===== config.mk =====
export PLATFORM = sky130hd
export DESIGN_NAME = rx_host_sched
export DESIGN_NICKNAME = d
export VERILOG_FILES = /design/src/rtl/rx_host_sched.sv
export SDC_FILE = /design/constraint.sdc
export NUM_CORES = 1
export LEC_CHECK = 0
export CELL_PAD_IN_SITES_DETAIL_PLACEMENT = 1
export CELL_PAD_IN_SITES_GLOBAL_PLACEMENT = 1
export CORE_MARGIN = 5
export CORE_UTILIZATION = 30
export CTS_CLUSTER_SIZE = 20
export DETAILED_ROUTE_END_ITERATION = 7
export HOLD_SLACK_MARGIN = 0.15
export PLACE_DENSITY = 0.93
export SLEW_MARGIN = 20
export SYNTH_ARGS = -nofsm -noshare
export SYNTH_HDL_FRONTEND = slang
export SYNTH_SLANG_ARGS = --single-unit

===== constraint.sdc =====
create_clock -name clock -period 5.5 [get_ports clock]
set_clock_uncertainty 0.05 [all_clocks]
set_input_delay 1.1 -clock clock [delete_from_list [all_inputs] [get_ports clock]]
set_output_delay 1.1 -clock clock [all_outputs]
set_load 0.01 [all_outputs]

===== src/rtl/rx_host_sched.sv =====
// rx_host_sched: command scheduler in front of rx_host.
// Arbitrates the single rx_host command path among NREQ requesters using
// round-robin arbitration. Only one command is in flight at a time, and each
// read response is routed back to the requester that issued the read.
// Sample-delay writes bypass arbitration and take priority over requesters.
module rx_host_sched #(
    parameter int NREQ        = 4,
    parameter int SLOT_CYCLES = 512,
    parameter int TIMEOUT     = 1024
) (
    input  logic                 clock,
    input  logic                 reset_n,
    input  logic [NREQ-1:0]      req_valid,
    input  logic [21*NREQ-1:0]   req_data,
    output logic [NREQ-1:0]      req_ready,
    output logic [NREQ-1:0]      resp_valid,
    output logic [15:0]          resp_data,
    output logic                 resp_err,
    input  logic                 delay_valid,
    input  logic [2:0]           delay_value,
    output logic                 delay_ready,
    output logic                 host_wvalid,
    output logic [20:0]          host_wdata,
    output logic [1:0]           host_addr,
    input  logic [63:0]          host_rdata,
    input  logic                 host_rvalid,
    output logic                 busy
);

    localparam int PW   = (NREQ > 1) ? $clog2(NREQ) : 1;
    localparam int MAXC = (SLOT_CYCLES > TIMEOUT) ? SLOT_CYCLES : TIMEOUT;
    localparam int CW   = $clog2(MAXC) + 1;

    localparam logic [CW-1:0] SLOT_LAST = CW'(SLOT_CYCLES - 1);
    localparam logic [CW-1:0] TO_LAST   = CW'(TIMEOUT - 1);

    typedef enum logic [1:0] {
        ST_IDLE      = 2'd0,
        ST_WAIT_SLOT = 2'd1,
        ST_WAIT_READ = 2'd2
    } state_t;

    // Round-robin pick: first set bit of vld searching upward from ptr+1,
    // wrapping modulo NREQ. Returns {found, index}.
    function automatic logic [PW:0] rr_pick(input logic [NREQ-1:0] vld,
                                            input logic [PW-1:0]   ptr);
        logic          found;
        logic [PW-1:0] idx;
        int            cand;
        found = 1'b0;
        idx   = '0;
        for (int k = 1; k <= NREQ; k++) begin
            cand = (int'(ptr) + k) % NREQ;
            if (!found && vld[cand[PW-1:0]]) begin
                found = 1'b1;
                idx   = cand[PW-1:0];
            end else begin
                found = found;
            end
        end
        return {found, idx};
    endfunction

    // FSM and datapath state
    state_t          r_state;
    state_t          w_next_state;
    logic [CW-1:0]   r_cnt;
    logic [CW-1:0]   w_cnt;
    logic [PW-1:0]   r_ptr;
    logic [PW-1:0]   w_ptr;
    logic [PW-1:0]   r_grant;
    logic [PW-1:0]   w_grant;

    // Registered outputs and their next values
    logic [NREQ-1:0] r_req_ready;
    logic [NREQ-1:0] w_req_ready;
    logic [NREQ-1:0] r_resp_valid;
    logic [NREQ-1:0] w_resp_valid;
    logic [15:0]     r_resp_data;
    logic [15:0]     w_resp_data;
    logic            r_resp_err;
    logic            w_resp_err;
    logic            r_delay_ready;
    logic            w_delay_ready;
    logic            r_host_wvalid;
    logic            w_host_wvalid;
    logic [20:0]     r_host_wdata;
    logic [20:0]     w_host_wdata;
    logic [1:0]      r_host_addr;
    logic [1:0]      w_host_addr;
    logic            r_busy;

    // Arbitration results
    logic [PW:0]     w_pick;
    logic            w_pick_found;
    logic [PW-1:0]   w_pick_idx;
    logic [20:0]     w_pick_cmd;
    logic [20:0]     w_req_cmd [NREQ];

    // Only the low 16 bits of the host read bus carry data.
    logic            w_unused_rdata;
    assign w_unused_rdata = ^host_rdata[63:16];

    for (genvar gi = 0; gi < NREQ; gi++) begin : g_cmd
        assign w_req_cmd[gi] = req_data[21*gi +: 21];
    end

    assign w_pick       = rr_pick(req_valid, r_ptr);
    assign w_pick_found = w_pick[PW];
    assign w_pick_idx   = w_pick[PW-1:0];
    assign w_pick_cmd   = w_req_cmd[w_pick_idx];

    // State register
    always_ff @(posedge clock or negedge reset_n) begin
        if (!reset_n) begin
            r_state <= ST_IDLE;
        end else begin
            r_state <= w_next_state;
        end
    end

    // Next-state logic: delay writes keep the FSM idle, commands start a wait
    always_comb begin
        w_next_state = r_state;
        case (r_state)
            ST_IDLE: begin
                if (delay_valid) begin
                    w_next_state = ST_IDLE;
                end else if (w_pick_found) begin
                    w_next_state = w_pick_cmd[20] ? ST_WAIT_READ : ST_WAIT_SLOT;
                end else begin
                    w_next_state = ST_IDLE;
                end
            end
            ST_WAIT_SLOT: begin
                if (r_cnt == SLOT_LAST) begin
                    w_next_state = ST_IDLE;
                end else begin
                    w_next_state = ST_WAIT_SLOT;
                end
            end
            ST_WAIT_READ: begin
                if (host_rvalid || (r_cnt == TO_LAST)) begin
                    w_next_state = ST_IDLE;
                end else begin
                    w_next_state = ST_WAIT_READ;
                end
            end
            default: begin
                w_next_state = ST_IDLE;
            end
        endcase
    end

    // Output and datapath next values: pulses default low, buses hold
    always_comb begin
        w_req_ready   = '0;
        w_resp_valid  = '0;
        w_resp_data   = r_resp_data;
        w_resp_err    = r_resp_err;
        w_delay_ready = 1'b0;
        w_host_wvalid = 1'b0;
        w_host_wdata  = r_host_wdata;
        w_host_addr   = r_host_addr;
        w_cnt         = r_cnt;
        w_ptr         = r_ptr;
        w_grant       = r_grant;
        case (r_state)
            ST_IDLE: begin
                if (delay_valid) begin
                    // Delay applies immediately in rx_host, so no hold-off.
                    w_host_wvalid = 1'b1;
                    w_host_addr   = 2'd1;
                    w_host_wdata  = {18'b0, delay_value};
                    w_delay_ready = 1'b1;
                end else if (w_pick_found) begin
                    w_host_wvalid          = 1'b1;
                    w_host_addr            = 2'd0;
                    w_host_wdata           = w_pick_cmd;
                    w_req_ready[w_pick_idx] = 1'b1;
                    w_ptr                  = w_pick_idx;
                    w_grant                = w_pick_idx;
                    w_cnt                  = '0;
                end else begin
                    w_cnt = '0;
                end
            end
            ST_WAIT_SLOT: begin
                if (r_cnt == SLOT_LAST) begin
                    w_cnt = '0;
                end else begin
                    w_cnt = r_cnt + CW'(1);
                end
            end
            ST_WAIT_READ: begin
                if (host_rvalid) begin
                    // A response arriving on the timeout cycle still wins.
                    w_resp_valid[r_grant] = 1'b1;
                    w_resp_data           = host_rdata[15:0];
                    w_resp_err            = 1'b0;
                    w_cnt                 = '0;
                end else if (r_cnt == TO_LAST) begin
                    w_resp_valid[r_grant] = 1'b1;
                    w_resp_data           = 16'hFFFF;
                    w_resp_err            = 1'b1;
                    w_cnt                 = '0;
                end else begin
                    w_cnt = r_cnt + CW'(1);
                end
            end
            default: begin
                w_cnt = '0;
            end
        endcase
    end

    // Datapath registers: wait counter, round-robin pointer, issuing requester
    always_ff @(posedge clock or negedge reset_n) begin
        if (!reset_n) begin
            r_cnt   <= '0;
            r_ptr   <= PW'(NREQ - 1);
            r_grant <= '0;
        end else begin
            r_cnt   <= w_cnt;
            r_ptr   <= w_ptr;
            r_grant <= w_grant;
        end
    end

    // Output registers; busy tracks the state the FSM is entering
    always_ff @(posedge clock or negedge reset_n) begin
        if (!reset_n) begin
            r_req_ready   <= '0;
            r_resp_valid  <= '0;
            r_resp_data   <= '0;
            r_resp_err    <= 1'b0;
            r_delay_ready <= 1'b0;
            r_host_wvalid <= 1'b0;
            r_host_wdata  <= '0;
            r_host_addr   <= '0;
            r_busy        <= 1'b0;
        end else begin
            r_req_ready   <= w_req_ready;
            r_resp_valid  <= w_resp_valid;
            r_resp_data   <= w_resp_data;
            r_resp_err    <= w_resp_err;
            r_delay_ready <= w_delay_ready;
            r_host_wvalid <= w_host_wvalid;
            r_host_wdata  <= w_host_wdata;
            r_host_addr   <= w_host_addr;
            r_busy        <= (w_next_state != ST_IDLE);
        end
    end

    assign req_ready   = r_req_ready;
    assign resp_valid  = r_resp_valid;
    assign resp_data   = r_resp_data;
    assign resp_err    = r_resp_err;
    assign delay_ready = r_delay_ready;
    assign host_wvalid = r_host_wvalid;
    assign host_wdata  = r_host_wdata;
    assign host_addr   = r_host_addr;
    assign busy        = r_busy;

endmodule


==> results.py <==
metrics = {
    "outcome": {
        "status": "finished, final reports clean",
    },
    "setup_path": {
        "path_cells": "clkdlybuf4s50_1, nand2b_1, a21oi_2, o221a_4, mux2_2, a221o_1",
        "r2r-start": "r_cnt[0]",
        "critical-path-top-delay-family": "compound AO/OA/AOI/OAI gates",
        "r2r_slack_ns": 2.83,
        "cp-end-kind": "flip-flop",
        "crit_fanout": 41,
        "cpMaxStageDelayCell": "o221a_4",
        "arrival_ns": 3.52,
        "slowest_delay_ns": 0.73,
        "worstPathRequired_ns": 5.66,
        "path_class": "in2reg",
        "cp-start-kind": "input port",
        "crit_start": "req_valid[2]",
        "r2r_end": "resp_valid[0]",
        "cp.buffers_inverters": 1,
        "reg2reg_depth": 6,
    },
    "final_layout": {
        "design_area_um2": 5740,
        "antenna_cells": 0,
        "fin_nets": 662,
        "layout-drive-gt1-share": 0.103,
        "syn_to_final_growth_pct": 53.6,
    },
    "sta": {
        "post-route-period-util": 0.612,
        "hold_violations": 0,
        "finalSetupTns_ns": 0,
        "rsz0062_at_grt": "no",
        "fmaxAchievable_mhz": 297,
        "worst_slack_ns": 2.14,
        "period_needed_ns": 3.36,
        "tightestPinTransition_ns": 0.866,
        "finalSetupViolations": 0,
        "drv_slew": 0,
        "max_slew_margin": 0.423,
    },
    "route": {
        "via_count": 3515,
        "drc": 0,
        "drt_iter0_drc": 177,
        "ant_nets": 0,
        "routedWlPerCell_um": 19.3,
        "viasPerCell": 5.24,
        "routed_wl_um": 13000,
        "dr.pass1.iters": 4,
    },
    "synth": {
        "synth_warnings": 0,
        "yosysTopAreaCell": "dfrtp_1",
        "synth_cell_types": 52,
        "synth_top_area_frac": 0.435,
        "ys_seq_elements": 67,
        "ys.flop_type": "dfrtp_1",
        "synth_area_per_cell_um2": 10.7,
        "synth_edf_count": 0,
        "async_reset_ff_frac": 1.00,
        "synthTopCellsByArea": "dfrtp_1, nand3_1, mux2i_1",
        "synthCells": 348,
        "synth_nets": 512,
        "yosysMostFrequentCell": "dfrtp_1",
        "synth_area_um2": 3740,
        "synthTopCellsByCount": "dfrtp_1, nand3_1, nand2_1, mux2i_1, a221o_1",
        "seq_area_frac_synth": 0.449,
    },
    "grt": {
        "grt_pass1_wl_um": 20400,
        "grt_pass1_vias": 3881,
        "grt_overflow_total": 0,
        "grt_max_degree": 51,
        "grt_antenna_before_repair": 0,
        "groute.usage.overall": 0.176,
    },
    "clock_tree": {
        "cts_resized": 0,
        "cts_buffers": 9,
        "post-cts-setup-buffer-count": 0,
        "path_clk_slew_ns": 0.05,
        "hold_buffers": 0,
        "cts_tree": "done",
        "cts_root_buf": "clkbuf_16",
        "clock_sink_count": 67,
        "clockBufferDepth": 2,
        "insertion_delay_ns": 0.33,
        "cts_max_level": 3,
    },
    "place": {
        "gp_congestion": 0.809,
        "dp_hpwl_um": 9850,
        "pre_cts_slack_ns": 1.76,
        "place.port_buffers": 160,
        "dpl_cell_area_um2": 5390,
    },
    "min_path": {
        "holdPathStages": 2,
        "min_from": "host_wdata[0]",
        "hp-class": "reg2reg",
        "min_to": "host_wdata[0]",
    },
    "die": {
        "core-area_um2": 12100,
        "die_w_um": 122,
        "die_h_um": 122,
        "die_area_um2": 14800,
        "rows": 40,
        "start_util": 0.308,
        "ioPinCount": 210,
    },
    "power": {
        "leakagePower_nw": 2.39,
        "powerDensity_nw_per_um2": 230,
        "vdd_drop_max_mv": 0.192,
        "total_power_w": 0.00132,
    },
    "job": {
        "cap_violations": 0,
    },
}
[worst reg2reg max path: cells and delay by family (launching register included)]
kind	cells	cell delay, ns
simple gates	4	1.36
compound gates	1	0.56
flops	1	0.38
fa+ha+maj	1	0.22
[area by class of cell]
| type | instances | area (µm²) |
|---|---|---|
| sequential | 67 | 1680 |
| tap | 168 | 210 |
| multi-input combinational | 250 | 1850 |
| clock buffer | 9 | 225 |
| clock inverter | 7 | 124 |
| inverter | 7 | 26.3 |
| timing repair buffer | 163 | 1620 |
| fill | 1367 | 6370 |
[power by group]
| group | internal, W | switching [W] | total (W) |
|---|---|---|---|
| clock | 0.000447 | 0.000231 | 0.000678 |
| combinational | 0.0000971 | 0.0000538 | 0.000151 |
| sequential | 0.000493 | 0 | 0.000493 |
| total | 0.00104 | 0.000285 | 0.00132 |
[metrics by stage]
| step | util | instances | hold WS (ns) |
|---|---|---|---|
| 2_1_floorplan | - | 348 | 0.400 |
| 3_3_place_gp | 0.445 | 655 | 0.423 |
| 3_5_place_dp | 0.445 | 655 | 0.443 |
| 4_1_cts | 0.474 | 671 | 0.454 |
| 5_1_grt | 0.474 | 671 | 0.476 |
| 6_report | 0.474 | 671 | 0.451 |
[worst max path at each step]
stage | to | cells past startpoint | slack (ns)
after global routing | host_wdata[4] | 5 | 1.95
final | host_wdata[16] | 6 | 2.14
after CTS | host_wdata[4] | 5 | 2.13
after floorplan | host_wdata[10] | 7 | 2.83
after global placement | host_wdata[4] | 5 | 1.91
after detailed placement | host_wdata[7] | 5 | 1.76
[routing by layer]
metal | wire length [µm] | vias up | track usage
met1 | 4910 | 1736 | 0.201
met4 | 228 | 0 | 0.0504
met5 | 0 | - | 0
li1 | - | 1618 | -
met3 | 917 | 21 | 0.0520
met2 | 6910 | 140 | 0.320
[logic make-up (layout without fill, tap and decap cells)]
| family | after synthesis | in the layout | synth area share |
|---|---|---|---|
| and+or+nand+nor | 117 | 117 | 0.163 |
| buffers and inverters | 31 | 186 | 0.0546 |
| adders and majority gates | 5 | 5 | 0.0167 |
| other | 1 | 1 | 0.00100 |
| DFF | 67 | 67 | 0.449 |
| AOI/OAI and AO/OA | 83 | 83 | 0.176 |
| muxes | 44 | 44 | 0.139 |
[sequential cells by signal (all words and copies together) (netlist names)]
name	flops
resp_data	16
host_wdata	21
host_addr	1
r_state	2
req_ready	4
r_grant	2
delay_ready	1
busy	1
r_cnt	11
resp_valid	4
host_wvalid	1
r_ptr	2
resp_err	1
[cell usage in the layout (no fill, tap or decap), types with 5 or more instances in the layout]
| master | instances |
|---|---|
| clkdlybuf4s50_1 | 159 |
| dfrtp_1 | 65 |
| nand3_1 | 47 |
| nand2_1 | 23 |
| mux2i_1 | 22 |
| a221o_1 | 19 |
| o22a_1 | 16 |
| a21oi_1 | 15 |
| mux2_4 | 14 |
| nor2_1 | 13 |
| clkbuf_16 | 9 |
| mux2_2 | 8 |
| and3_1 | 7 |
| inv_1 | 6 |
| o21ai_0 | 6 |
| nand2b_1 | 5 |
| ha_1 | 5 |
(Power assumes the default switching activity.)
